--- src/rtl/regseq_pkg.sv ---
// rtl/regseq_pkg.sv - shared types and default widths for the register-file op sequencer
package regseq_pkg;

    localparam int RWIDTH_DEF = 6;
    localparam int DWIDTH_DEF = 32;

    typedef enum logic [2:0] {
        OP_ADD = 3'b000,
        OP_SUB = 3'b001,
        OP_AND = 3'b010,
        OP_OR  = 3'b011,
        OP_XOR = 3'b100,
        OP_SLT = 3'b101,
        OP_SLL = 3'b110,
        OP_LDI = 3'b111
    } op_e;

    typedef enum logic [2:0] {
        ST_IDLE  = 3'd0,
        ST_READ  = 3'd1,
        ST_EXEC  = 3'd2,
        ST_WRITE = 3'd3,
        ST_CLEAR = 3'd4
    } state_e;

endpackage

--- src/rtl/regfile_op_sequencer_if.sv ---
// rtl/regfile_op_sequencer_if.sv - op request bus and register-file port bus of the sequencer
interface regseq_op_if
    import regseq_pkg::*;
#(
    parameter int RWIDTH = RWIDTH_DEF,
    parameter int DWIDTH = DWIDTH_DEF
);
    logic              in_valid;
    logic              in_ready;
    logic [2:0]        in_op;
    logic [RWIDTH-1:0] in_src1;
    logic [RWIDTH-1:0] in_src2;
    logic [RWIDTH-1:0] in_dst;
    logic [DWIDTH-1:0] in_imm;

    modport master (
        output in_valid, in_op, in_src1, in_src2, in_dst, in_imm,
        input  in_ready
    );

    modport slave (
        input  in_valid, in_op, in_src1, in_src2, in_dst, in_imm,
        output in_ready
    );
endinterface

interface regseq_rf_if
    import regseq_pkg::*;
#(
    parameter int RWIDTH = RWIDTH_DEF,
    parameter int DWIDTH = DWIDTH_DEF
);
    logic [RWIDTH-1:0] rf_ra1;
    logic [RWIDTH-1:0] rf_ra2;
    logic [RWIDTH-1:0] rf_wa;
    logic [DWIDTH-1:0] rf_wd;
    logic              rf_we;
    logic [DWIDTH-1:0] rf_rd1;
    logic [DWIDTH-1:0] rf_rd2;

    modport master (
        output rf_ra1, rf_ra2, rf_wa, rf_wd, rf_we,
        input  rf_rd1, rf_rd2
    );

    modport slave (
        input  rf_ra1, rf_ra2, rf_wa, rf_wd, rf_we,
        output rf_rd1, rf_rd2
    );
endinterface

--- src/rtl/regseq_alu.sv ---
// rtl/regseq_alu.sv - combinational ALU: operands, opcode and immediate to result and flags
module regseq_alu
    import regseq_pkg::*;
#(
    parameter int DWIDTH = DWIDTH_DEF
) (
    input  logic [DWIDTH-1:0] i_a,
    input  logic [DWIDTH-1:0] i_b,
    input  logic [DWIDTH-1:0] i_imm,
    input  op_e               i_op,
    output logic [DWIDTH-1:0] o_result,
    output logic              o_zero,
    output logic              o_carry,
    output logic              o_ovf
);

    logic [DWIDTH-1:0] w_b_eff;
    logic [DWIDTH:0]   w_sum;
    logic              w_is_sub;

    // SUB shares the adder as A + ~B + 1 so carry=1 reads as "no borrow"
    always_comb begin
        w_is_sub = (i_op == OP_SUB);
        w_b_eff  = w_is_sub ? ~i_b : i_b;
        w_sum    = {1'b0, i_a} + {1'b0, w_b_eff} + {{DWIDTH{1'b0}}, w_is_sub};
    end

    always_comb begin
        o_result = '0;
        o_carry  = 1'b0;
        o_ovf    = 1'b0;
        case (i_op)
            OP_ADD, OP_SUB: begin
                o_result = w_sum[DWIDTH-1:0];
                o_carry  = w_sum[DWIDTH];
                o_ovf    = (i_a[DWIDTH-1] == w_b_eff[DWIDTH-1]) &&
                           (w_sum[DWIDTH-1] != i_a[DWIDTH-1]);
            end
            OP_AND: o_result = i_a & i_b;
            OP_OR:  o_result = i_a | i_b;
            OP_XOR: o_result = i_a ^ i_b;
            OP_SLT: o_result = {{(DWIDTH-1){1'b0}}, ($signed(i_a) < $signed(i_b))};
            OP_SLL: o_result = i_a << i_b[4:0];
            OP_LDI: o_result = i_imm;
            default: o_result = '0;
        endcase
        o_zero = (o_result == '0);
    end

endmodule

--- src/rtl/regfile_op_sequencer.sv ---
// rtl/regfile_op_sequencer.sv - read/exec/write sequencer driving the register file; REGSEQ_CLEAR_EN adds a post-reset zero-fill
module regfile_op_sequencer
    import regseq_pkg::*;
#(
    parameter int RWIDTH = RWIDTH_DEF,
    parameter int DWIDTH = DWIDTH_DEF
) (
    input  logic              clk,
    input  logic              rst_n,
    regseq_op_if.slave        op_bus,
    regseq_rf_if.master       rf_bus,
    output logic              done,
    output logic [DWIDTH-1:0] result,
    output logic              flag_zero,
    output logic              flag_carry,
    output logic              flag_ovf
);

    state_e            r_state;
    state_e            w_next;
    op_e               r_op;
    logic [RWIDTH-1:0] r_src1;
    logic [RWIDTH-1:0] r_src2;
    logic [RWIDTH-1:0] r_dst;
    logic [RWIDTH-1:0] r_clr_addr;
    logic [DWIDTH-1:0] r_imm;
    logic [DWIDTH-1:0] r_result;
    logic              r_zero;
    logic              r_carry;
    logic              r_ovf;

    logic              w_ready;
    logic              w_accept;
    logic              w_we;
    logic              w_done;
    logic [RWIDTH-1:0] w_wa;
    logic [DWIDTH-1:0] w_wd;
    logic [DWIDTH-1:0] w_alu_result;
    logic              w_alu_zero;
    logic              w_alu_carry;
    logic              w_alu_ovf;

    regseq_alu #(.DWIDTH(DWIDTH)) u_alu (
        .i_a      (rf_bus.rf_rd1),
        .i_b      (rf_bus.rf_rd2),
        .i_imm    (r_imm),
        .i_op     (r_op),
        .o_result (w_alu_result),
        .o_zero   (w_alu_zero),
        .o_carry  (w_alu_carry),
        .o_ovf    (w_alu_ovf)
    );

    // Strobes are masked by rst_n so an op caught mid-flight by reset never writes
    always_comb begin
        w_ready = 1'b0;
        w_we    = 1'b0;
        w_done  = 1'b0;
        w_wa    = r_dst;
        w_wd    = '0;
        case (r_state)
            ST_IDLE:  w_ready = 1'b1;
            ST_WRITE: begin
                w_ready = 1'b1;
                w_we    = 1'b1;
                w_done  = 1'b1;
                w_wd    = r_result;
            end
            ST_CLEAR: begin
                w_we = 1'b1;
                w_wa = r_clr_addr;
            end
            default: w_ready = 1'b0;
        endcase
        if (!rst_n) begin
            w_ready = 1'b0;
            w_we    = 1'b0;
            w_done  = 1'b0;
        end
    end

    assign w_accept = op_bus.in_valid & w_ready;

    always_comb begin
        w_next = r_state;
        case (r_state)
            ST_IDLE:  if (w_accept) w_next = ST_READ;
            ST_READ:  w_next = ST_EXEC;
            ST_EXEC:  w_next = ST_WRITE;
            ST_WRITE: w_next = w_accept ? ST_READ : ST_IDLE;
            ST_CLEAR: if (r_clr_addr == {RWIDTH{1'b1}}) w_next = ST_IDLE;
            default:  w_next = ST_IDLE;
        endcase
    end

    always_ff @(posedge clk) begin
        if (!rst_n) begin
`ifdef REGSEQ_CLEAR_EN
            r_state <= ST_CLEAR;
`else
            r_state <= ST_IDLE;
`endif
            r_op       <= OP_ADD;
            r_src1     <= '0;
            r_src2     <= '0;
            r_dst      <= '0;
            r_imm      <= '0;
            r_result   <= '0;
            r_zero     <= 1'b0;
            r_carry    <= 1'b0;
            r_ovf      <= 1'b0;
            r_clr_addr <= '0;
        end else begin
            r_state <= w_next;
            if (w_accept) begin
                r_op   <= op_e'(op_bus.in_op);
                r_src1 <= op_bus.in_src1;
                r_src2 <= op_bus.in_src2;
                r_dst  <= op_bus.in_dst;
                r_imm  <= op_bus.in_imm;
            end
            // Register-file read data is valid only during EXEC
            if (r_state == ST_EXEC) begin
                r_result <= w_alu_result;
                r_zero   <= w_alu_zero;
                r_carry  <= w_alu_carry;
                r_ovf    <= w_alu_ovf;
            end
            if (r_state == ST_CLEAR) begin
                r_clr_addr <= r_clr_addr + 1'b1;
            end
        end
    end

    assign op_bus.in_ready = w_ready;
    assign rf_bus.rf_ra1   = r_src1;
    assign rf_bus.rf_ra2   = r_src2;
    assign rf_bus.rf_wa    = w_wa;
    assign rf_bus.rf_wd    = w_wd;
    assign rf_bus.rf_we    = w_we;
    assign done            = w_done;
    assign result          = r_result;
    assign flag_zero       = r_zero;
    assign flag_carry      = r_carry;
    assign flag_ovf        = r_ovf;

endmodule

--- src/flat_wrapper.sv ---
// flat-port wrapper written by rule: the top's interface ports become plain ports
module regfile_op_sequencer_flat import regseq_pkg::*;
#(
    parameter int RWIDTH = RWIDTH_DEF,
    parameter int DWIDTH = DWIDTH_DEF
)
  (clk, rst_n, done, result, flag_zero, flag_carry, flag_ovf, op_bus_in_valid, op_bus_in_op, op_bus_in_src1, op_bus_in_src2, op_bus_in_dst, op_bus_in_imm, op_bus_in_ready, rf_bus_rf_ra1, rf_bus_rf_ra2, rf_bus_rf_wa, rf_bus_rf_wd, rf_bus_rf_we, rf_bus_rf_rd1, rf_bus_rf_rd2);
  regseq_op_if #(.RWIDTH(RWIDTH), .DWIDTH(DWIDTH)) op_bus_i ();
  regseq_rf_if #(.RWIDTH(RWIDTH), .DWIDTH(DWIDTH)) rf_bus_i ();
  input  logic clk;
  input  logic rst_n;
  output logic done;
  output logic [DWIDTH-1:0] result;
  output logic flag_zero;
  output logic flag_carry;
  output logic flag_ovf;
  input wire logic [$bits(op_bus_i.in_valid)-1:0] op_bus_in_valid;
  input wire logic [$bits(op_bus_i.in_op)-1:0] op_bus_in_op;
  input wire logic [$bits(op_bus_i.in_src1)-1:0] op_bus_in_src1;
  input wire logic [$bits(op_bus_i.in_src2)-1:0] op_bus_in_src2;
  input wire logic [$bits(op_bus_i.in_dst)-1:0] op_bus_in_dst;
  input wire logic [$bits(op_bus_i.in_imm)-1:0] op_bus_in_imm;
  output wire logic [$bits(op_bus_i.in_ready)-1:0] op_bus_in_ready;
  output wire logic [$bits(rf_bus_i.rf_ra1)-1:0] rf_bus_rf_ra1;
  output wire logic [$bits(rf_bus_i.rf_ra2)-1:0] rf_bus_rf_ra2;
  output wire logic [$bits(rf_bus_i.rf_wa)-1:0] rf_bus_rf_wa;
  output wire logic [$bits(rf_bus_i.rf_wd)-1:0] rf_bus_rf_wd;
  output wire logic [$bits(rf_bus_i.rf_we)-1:0] rf_bus_rf_we;
  input wire logic [$bits(rf_bus_i.rf_rd1)-1:0] rf_bus_rf_rd1;
  input wire logic [$bits(rf_bus_i.rf_rd2)-1:0] rf_bus_rf_rd2;
  assign op_bus_i.in_valid = op_bus_in_valid;
  assign op_bus_i.in_op = op_bus_in_op;
  assign op_bus_i.in_src1 = op_bus_in_src1;
  assign op_bus_i.in_src2 = op_bus_in_src2;
  assign op_bus_i.in_dst = op_bus_in_dst;
  assign op_bus_i.in_imm = op_bus_in_imm;
  assign op_bus_in_ready = op_bus_i.in_ready;
  assign rf_bus_rf_ra1 = rf_bus_i.rf_ra1;
  assign rf_bus_rf_ra2 = rf_bus_i.rf_ra2;
  assign rf_bus_rf_wa = rf_bus_i.rf_wa;
  assign rf_bus_rf_wd = rf_bus_i.rf_wd;
  assign rf_bus_rf_we = rf_bus_i.rf_we;
  assign rf_bus_i.rf_rd1 = rf_bus_rf_rd1;
  assign rf_bus_i.rf_rd2 = rf_bus_rf_rd2;
  regfile_op_sequencer #(.RWIDTH(RWIDTH), .DWIDTH(DWIDTH)) u_core (.clk(clk), .rst_n(rst_n), .op_bus(op_bus_i), .rf_bus(rf_bus_i), .done(done), .result(result), .flag_zero(flag_zero), .flag_carry(flag_carry), .flag_ovf(flag_ovf));
endmodule
--- config.mk ---
export PLATFORM = sky130hd
export DESIGN_NAME = regfile_op_sequencer_flat
export DESIGN_NICKNAME = d
export VERILOG_FILES = /design/src/rtl/regseq_pkg.sv /design/src/rtl/regfile_op_sequencer_if.sv /design/src/rtl/regseq_alu.sv /design/src/rtl/regfile_op_sequencer.sv /design/src/flat_wrapper.sv
export SDC_FILE = /design/constraint.sdc
export NUM_CORES = 1
export LEC_CHECK = 0
export CORE_MARGIN = 4
export CORE_UTILIZATION = 40
export CTS_BUF_LIST = sky130_fd_sc_hd__clkbuf_16
export DETAILED_ROUTE_END_ITERATION = 12
export GPL_ROUTABILITY_DRIVEN = 0
export GPL_TIMING_DRIVEN = 1
export SKIP_LAST_GASP = 1
export SLEW_MARGIN = 20
export SYNTH_ARGS = -nofsm -noshare
export SYNTH_HDL_FRONTEND = slang
export SYNTH_SLANG_ARGS = --single-unit
--- constraint.sdc ---
create_clock -name clk -period 9.79 [get_ports clk]
set_clock_uncertainty 0.05 [all_clocks]
set_input_delay 1.958 -clock clk [delete_from_list [all_inputs] [get_ports clk]]
set_output_delay 1.958 -clock clk [all_outputs]
set_load 0.005 [all_outputs]
==> results of run 1 <==
## state kept, by name, indices dropped and copies added (netlist names)
register              count
u_core.r_imm             32
u_core.result            32
u_core.r_dst              6
u_core.rf_bus.rf_ra1      6
u_core.rf_bus.rf_ra2      6
u_core.r_op               3
u_core.r_state            2
u_core.flag_carry         1
u_core.flag_ovf           1
u_core.flag_zero          1
## worst min-delay path by stage
stage,from,to,slack [ps]
2_1_floorplan,u_core.r_imm[0]$_SDFFE_PN0P_,u_core.r_imm[0]$_SDFFE_PN0P_,390
3_3_place_gp,u_core.r_dst[3]$_SDFFE_PN0P_,u_core.r_dst[3]$_SDFFE_PN0P_,390
3_5_place_dp,u_core.rf_bus.rf_ra2[4]$_SDFFE_PN0P_,u_core.rf_bus.rf_ra2[4]$_SDFFE_PN0P_,400
4_1_cts,u_core.rf_bus.rf_ra2[4]$_SDFFE_PN0P_,u_core.rf_bus.rf_ra2[4]$_SDFFE_PN0P_,410
5_1_grt,u_core.r_imm[23]$_SDFFE_PN0P_,u_core.r_imm[23]$_SDFFE_PN0P_,420
6_report,u_core.r_dst[3]$_SDFFE_PN0P_,u_core.r_dst[3]$_SDFFE_PN0P_,410
## per-layer routing
| layer | GRT usage, % | vias up | routed length [µm] |
|---|---|---|---|
| met5 | 0 | - | 0 |
| met4 | 5.67 | 0 | 809 |
| met3 | 6.55 | 51 | 4300 |
| met2 | 38.1 | 592 | 15900 |
| met1 | 35.8 | 4972 | 16500 |
| li1 | - | 5231 | - |
## power breakdown
part	internal, µW	switching [µW]
Combinational	561	769
Sequential	456	61.9
Clock	174	161
Total	1190	992
## cell usage after synthesis, types with 10 or more instances
library cell and n:
buf_2 17, mux4_2 29, o211ai_1 22, a21o_1 15, xnor2_1 40, nand2_1 208, a21oi_1 88, nand3_1 19
inv_1 86, a211oi_1 32, nand2b_1 14, nor4_1 10, nor2_1 97, ha_1 131, and2_1 41, mux2i_1 33
o21ai_0 114, buf_1 13, a221oi_1 18, nor3_1 13, a31oi_1 16, clkbuf_1 62, dfxtp_1 90
## cell families after synthesis
kind of cell	synth area share, %
AND/OR/NAND/NOR	20.9
AO/OA/AOI/OAI	24.7
buffers and inverters	6.90
adder cells (fa/ha/maj)	15.8
flip-flops	17.2
multiplexers	10.7
XOR/XNOR	3.84
## tightest hold or removal path, delay by kind of cell, from the launching register on
kind | cells | cell delay [ps]
flops | 1 | 310
simple gates | 1 | 50
compound gates | 1 | 60
## per-stage QoR
stage | instance area, µm² | cells | hold slack [ps] | power, µW
5_1_grt | 13000 | 1857 | 421 | 2350
4_1_cts | 13000 | 1857 | 410 | 2180
3_3_place_gp | 12700 | 1841 | 392 | 1820
3_5_place_dp | 12700 | 1841 | 400 | 1830
6_report | 13000 | 1857 | 408 | 2180
2_1_floorplan | 10500 | 1384 | 386 | 1370
## cell type report
type / count / area (µm²)
clock buffer: 9 / 225
clock inverter: 7 / 53.8
fill: 2509 / 12500
inverter: 90 / 338
multi-input combinational: 1110 / 7960
sequential: 90 / 1800
tap: 330 / 413
timing repair buffer: 221 / 2160
==> flow_summary.toml, run 1 <==
[logic_synthesis]
yosysSeqAreaShare_pct = 17.2
syn_area_um2 = 10500
synth_edf_count = 0
syn_avg_cell_area_um2 = 7.57
syn_nets = 1636
synthCells = 1384
synthTopCellsByArea = "dfxtp_1, ha_1, nand2_1, mux4_2, o21ai_0"
yosys.area.top_type = "dfxtp_1"
ys_types = 80
yosysWarnings = 0
ys_ff_latch = 90
async_flop_share_pct = 0
synth.top_cell.area_share_pct = 17.2
ys.flop_type = "dfxtp_1"

[cts]
cts_inserted_buffers = 9
cts_hold_buf = 0
post_cts_buffers = 0
cts.sinks = 90
cts_tree = "built"
htreeDepth = 3
cts-root-buf = "clkbuf_16"
clk_path_buf_depth = 2
cts_resized = 0
path_clk_slew_ps = 70
clkLatencyLatePin_ps = 360

[power]
p_per_area_nw_per_um2 = 168
p_leak_uw = 0.00518
ir_drop_mv = 0.101

[layout]
antenna_cells = 0
final_cell_mix = "nand2_1, clkdlybuf4s50_1, ha_1"
final_net_count = 1774
layout-drive-gt1-share_pct = 5.57
final_common_cell = "nand2_1"
utilization_pct = 50.9
synthToLayoutAreaGrowth_pct = 23.6

[sta]
fin_ws_ps = 3280
finalCritPeriodShare_pct = 66.5
tightest_slew_ps = 1040
rsz0062_at_grt = "false"
hold_viol = 0
setup_viol = 0
relSlewSlack_pct = 30.5
max_clock_freq_ghz = 0.154
final-max-slew-violation-count = 0
fin_crit_ps = 6510
final.setup.tns_ps = 0

[critical_path]
reg2reg_slack_ps = 4460
critPathLaunchType = "primary input"
end_kind = "flop"
timing_worst_setup_path_type = "in2reg"
path_cells = "clkdlybuf4s50_1 -> buf_4 -> clkinv_1 -> xnor2_1 -> ha_1 -> and4b_1 -> a41oi_2 -> a2111oi_0 -> o41ai_1 -> o21ai_1 -> mux2i_1 -> o211ai_1 -> nor4_1 -> and4bb_1 -> a41o_1"
critPathTopFamily = "compound AO/OA/AOI/OAI gates"
max_stage_delay_ps = 760
crit_path_end = "u_core.flag_zero$_SDFFE_PN0P_"
cp.depth = 15
cp_max_fo = 38
timing.rr.end = "u_core.flag_zero$_SDFFE_PN0P_"
r2r-start = "u_core.r_op[1]$_SDFFE_PN0P_"
cp_slowest_cell = "o41ai_1"
r2r_cells = 15
cp.required_ps = 10040
crit_buf_inv = 3
cp-startpoint = "rf_bus_rf_rd2[2]"
worstPathArrival_ps = 6760

[detailed_routing]
routedWlPerCell_um = 20.2
drtIter0Drc = 947
wirelength_mm = 37.5
post-route-drc-count = 0
first_pass_iters = 6
vias = 10800
viasPerCell = 5.84
postRouteAntennaNets = 0

[grt]
grt_start_max_net_pins = 109
grt_usage_pct = 25.1
globalRouteOverflowTotal = 0
grt_first_pass_wirelength_mm = 57.8
grt_pass1_vias = 10000
antenna_found_initial = 0

[placement]
place_hpwl_mm = 29.4
dp_slack_ps = 2930
port_buffers = 207

[die]
pin_count = 208
dieWidth_um = 170
core_um2 = 25500
die-area_um2 = 28900
rows = 58
initial_utilization_pct = 41.2
die_h_um = 170

[job]
maxCapViolations = 0

[outcome]
status = "finished, final reports clean"

[worst_hold_path]
hold_depth = 2
hp-class = "reg2reg"
(Power assumes the default switching activity.)
==> run 2: changes to the inputs <==
- clock period: 9.79 -> 6.15 ns (I/O delays scaled with it)
==> flow_summary.toml, run 2 (synthesis results as in run 1) <==
[outcome]
status = "finished, final reports clean"

[grt]
grt_start_max_net_pins = 109
grt_first_pass_wirelength_mm = 58.9
antenna_found_initial = 0
grt_usage_pct = 25.7
grt_pass1_vias = 10300
globalRouteOverflowTotal = 0

[sta]
final-max-slew-violation-count = 0
fin_hold_ws_ps = 406
finalCritPeriodShare_pct = 82.3
max_clock_freq_ghz = 0.198
tightest_slew_ps = 942
fin_crit_ps = 5060
fin_ws_ps = 1090
rsz0062_at_grt = "false"
final.setup.tns_ps = 0
setup_viol = 0
relSlewSlack_pct = 37.2
hold_viol = 0

[layout]
synthToLayoutAreaGrowth_pct = 24.7
final_net_count = 1783
antenna_cells = 0
ff_latch_area_um2 = 1800
utilization_pct = 51.3
final_cell_mix = "nand2_1, clkdlybuf4s50_1, ha_1"
layout-drive-gt1-share_pct = 6.18
fill_cells = 2509
multiInputGateArea_um2 = 7960
final_common_cell = "nand2_1"

[placement]
place_hpwl_mm = 29.8
port_buffers = 207
dp_slack_ps = 819

[worst_hold_path]
holdCritStartpoint = "u_core.r_dst[2]$_SDFFE_PN0P_"
hp-class = "reg2reg"

[power]
p_per_area_nw_per_um2 = 277
p_leak_uw = 0.00526
report.power.total_uw = 3620
ir_drop_mv = 0.195

[cts]
cts_inserted_buffers = 9
cts_resized = 0
clkLatencyLatePin_ps = 370
cts-root-buf = "clkbuf_16"
cts.sinks = 90
cts_tree = "built"
clk_path_buf_depth = 2
post_cts_buffers = 0
htreeDepth = 3
path_clk_slew_ps = 70
cts_hold_buf = 0

[critical_path]
cp_max_fo = 7
r2r-start = "u_core.r_op[2]$_SDFFE_PN0P_"
worstPathArrival_ps = 5320
reg2reg_slack_ps = 1260
cp-startpoint = "rf_bus_rf_rd2[4]"
cp.required_ps = 6410
end_kind = "flop"
timing_worst_setup_path_type = "in2reg"
critPathLaunchType = "primary input"

[die]
core_um2 = 25500
die_h_um = 170
initial_utilization_pct = 41.2
rows = 58
dieWidth_um = 170
die-area_um2 = 28900
pin_count = 208

[detailed_routing]
viasPerCell = 5.91
postRouteAntennaNets = 0
drtIter0Drc = 894
vias = 11000
first_pass_iters = 6
wirelength_mm = 38.5
routedWlPerCell_um = 20.6
post-route-drc-count = 0

[job]
maxCapViolations = 0
-- run 2: cell count changes in the layout (fill, tap and decap cells not counted), sizes merged --
cell	previous run	this run
inv	91	93
bufinv	0	2
clkinvlp	2	0
buf	17	26
clkinv	4	2
-- run 2: path summary, 6_finish.rpt --
path | cells past startpoint | end
worst min register to register | 2 | u_core.r_dst[2]$_SDFFE_PN0P_
worst min-delay path | 2 | u_core.r_dst[2]$_SDFFE_PN0P_
worst max register to register | 15 | u_core.flag_zero$_SDFFE_PN0P_
worst max-delay path | 14 | u_core.flag_zero$_SDFFE_PN0P_
-- run 2: report_power, final --
| group | switching, µW | internal (µW) |
|---|---|---|
| Combinational | 1250 | 897 |
| Sequential | 97.6 | 725 |
| Clock | 286 | 365 |
-- run 2: stage by stage --
step | std cells | cell area [µm²]
after detailed placement | 1850 | 12700
after floorplan | 1384 | 10500
after global routing | 1866 | 13100
final | 1866 | 13100
after global placement | 1850 | 12700
after CTS | 1866 | 13100
-- run 2: layout make-up --
cell class	count	share of cell area, %
Sequential cell	90	13.8
Multi-Input combinational cell	1110	60.9
Tap cell	330	3.16
Inverter	90	2.58
Timing Repair Buffer	230	17.1
Clock buffer	9	1.72
Clock inverter	7	0.794
-- run 2: layer usage --
metal  routed length [µm]  global-route usage (%)  vias up
li1                     -                       -     5261
met1                16800                    35.9     5099
met2                16400                    38.8      609
met3                 4460                    8.15       53
met4                  806                    5.92        0
met5                    0                       0        -
-- run 2: critical path, stage by stage --
cell and delay (ps):
clkdlybuf4s50_1 640, inv_1 160, xnor2_1 160, ha_1 460
o211ai_1 140, a21oi_1 340, o221ai_2 230, a211oi_1 400
o21ai_1 190, a21oi_1 210, mux2i_1 110, a221oi_1 510
nor4bb_1 330, a41o_1 210
==> run 3: changes to the inputs <==
- PLACE_DENSITY: unset -> 0.67
- clock period: 6.15 -> 4.1 ns (I/O delays scaled with it)
==> flow_summary.toml, run 3 (synthesis results as in run 1) <==
[outcome]
status = "finished, final reports clean"

[sta]
fin_crit_ps = 4010
rsz0062_at_grt = "true"
final.setup.tns_ps = 0
fin_ws_ps = 92.2
hold_viol = 0
setup_viol = 0
final-max-slew-violation-count = 0
relSlewSlack_pct = 37.9
finalCritPeriodShare_pct = 97.8
fin_hold_ws_ps = 407
tightest_slew_ps = 927
max_clock_freq_ghz = 0.250

[die]
rows = 58
die_h_um = 170
dieWidth_um = 170
die-area_um2 = 28900
core_um2 = 25500
pin_count = 208
initial_utilization_pct = 41.2

[placement]
port_buffers = 207
dp_cells = 2045
place_hpwl_mm = 31.5
dp_slack_ps = -319

[critical_path]
r2r_cells = 15
reg2reg_slack_ps = 140
critPathLaunchType = "primary input"
cp.required_ps = 4350
worstPathArrival_ps = 4260
path_cells = "clkdlybuf4s50_1 -> buf_4 -> mux4_2 -> mux2i_1 -> mux2i_1 -> a221o_1 -> a211o_1 -> and4bb_1 -> nand4b_1 -> nor4_1 -> and4bb_1 -> a41o_1"
end_kind = "flop"
max_stage_delay_ps = 600
r2r-start = "u_core.r_op[2]$_SDFFE_PN0P_"
cp_max_fo = 6
timing_worst_setup_path_type = "in2reg"
cp_slowest_cell = "clkdlybuf4s50_1"
timing.rr.end = "u_core.flag_zero$_SDFFE_PN0P_"

[detailed_routing]
post-route-drc-count = 0
routedWlPerCell_um = 19.0
postRouteAntennaNets = 0
drtIter0Drc = 1242
viasPerCell = 5.75
first_pass_iters = 5
wirelength_mm = 39.3
vias = 11900

[grt]
grt_start_max_net_pins = 70
antenna_found_initial = 0
grt_usage_pct = 26.2
grt_first_pass_wirelength_mm = 60.8
globalRouteOverflowTotal = 0
grt_pass1_vias = 11100

[job]
maxCapViolations = 0

[worst_hold_path]
hold_depth = 2
min_to = "u_core.r_dst[1]$_SDFFE_PN0P_"
hp-class = "reg2reg"
holdCritStartpoint = "u_core.r_dst[1]$_SDFFE_PN0P_"

[layout]
layout-drive-gt1-share_pct = 17.6
final_common_cell = "buf_4"
final_cell_mix = "buf_4, nand2_1, clkdlybuf4s50_1"
fin_cells = 2063
final_net_count = 1980
synthToLayoutAreaGrowth_pct = 40.4
antenna_cells = 0

[cts]
path_clk_slew_ps = 70
cts.sinks = 90
cts-root-buf = "clkbuf_16"
clk_path_buf_depth = 2
clkLatencyLatePin_ps = 360
cts_tree = "built"
htreeDepth = 3
cts_inserted_buffers = 9

[power]
internal_power_uw = 3520
p_per_area_nw_per_um2 = 412
pwr-share-comb_pct = 64.7
p_sw_uw = 2540
power.share.switching_pct = 42.0
seqPwrFrac_pct = 20.3
p_leak_uw = 0.00624
power.share.clock_pct = 15.0
ir_drop_mv = 0.246
==> run 3: cell count changes in the layout (fill, tap and decap cells not counted), moves of 2 or more <==
| cell | before | now |
|---|---|---|
| a21oi_2 | 1 | 4 |
| a211oi_2 | 0 | 2 |
| inv_6 | 5 | 3 |
| buf_4 | 23 | 216 |
| o21ai_0 | 114 | 111 |
| o21ai_2 | 0 | 2 |
| a211oi_1 | 32 | 30 |
| a21oi_1 | 88 | 85 |
| buf_12 | 0 | 4 |
==> run 3: routing by layer <==
metal	vias up	track usage, %	part of all wire [%]
li1	5651	-	-
met1	5498	36.9	43
met2	634	39.4	42
met3	84	6.83	11
met4	0	7.95	3.0
met5	-	0	0
==> run 3: cell type report <==
type | instances | area [µm²]
Fill cell | 2367 | 10800
Multi-Input combinational cell | 1110 | 8080
Timing Repair Buffer | 427 | 3760
Sequential cell | 90 | 1800
Tap cell | 330 | 413
Inverter | 90 | 338
Clock buffer | 9 | 225
Clock inverter | 7 | 98.8
==> run 3: through the flow <==
| stage | util [%] | power [µW] | instance area (µm²) |
|---|---|---|---|
| floorplan | - | 3330 | 10600 |
| global route | 57.8 | 6480 | 14700 |
| finish | 57.8 | 6060 | 14700 |
| detailed placement | 56.2 | 5050 | 14300 |
| global placement | 56.2 | 5000 | 14300 |
| CTS | 57.5 | 5990 | 14600 |
==> run 3: worst max path at each step <==
stage                                startpoint                             to  slack [ps]  cells past startpoint
floorplan           u_core.r_op[0]$_SDFFE_PN0P_  u_core.flag_zero$_SDFFE_PN0P_           5                     20
global placement              rf_bus_rf_rd2[15]  u_core.flag_zero$_SDFFE_PN0P_        -230                     14
detailed placement            rf_bus_rf_rd2[15]  u_core.flag_zero$_SDFFE_PN0P_        -320                     14
CTS                           rf_bus_rf_rd2[15]  u_core.flag_zero$_SDFFE_PN0P_          40                     14
global route        u_core.r_op[2]$_SDFFE_PN0P_  u_core.flag_zero$_SDFFE_PN0P_         -10                     16
finish                        rf_bus_rf_rd1[10]  u_core.flag_zero$_SDFFE_PN0P_          90                     12
==> run 3: what timing repair did <==
action / CTS / global route
hold buffers: 0 / 0
hold endpoints to repair: 0 / 0
setup buffers: 0 / 2
setup endpoints to repair: 0 / 4
resized for setup: 0 / 11
==> run 3: power groups by stage <==
stage / clock network [µW] / logic, µW / registers [µW]
6_report: 910 / 3920 / 1230
2_1_floorplan: 0 / 2100 / 1220
3_5_place_dp: 0 / 3800 / 1250
5_1_grt: 984 / 4240 / 1260
3_3_place_gp: 0 / 3760 / 1240
4_1_cts: 936 / 3820 / 1230
==> run 3: worst max-delay path: cells and delay by family <==
kind                   cells  cell delay [ps]
multiplexers               3              830
AO/OA/AOI/OAI              3              800
AND/OR/NAND/NOR            4              930
buffers and inverters      2              870
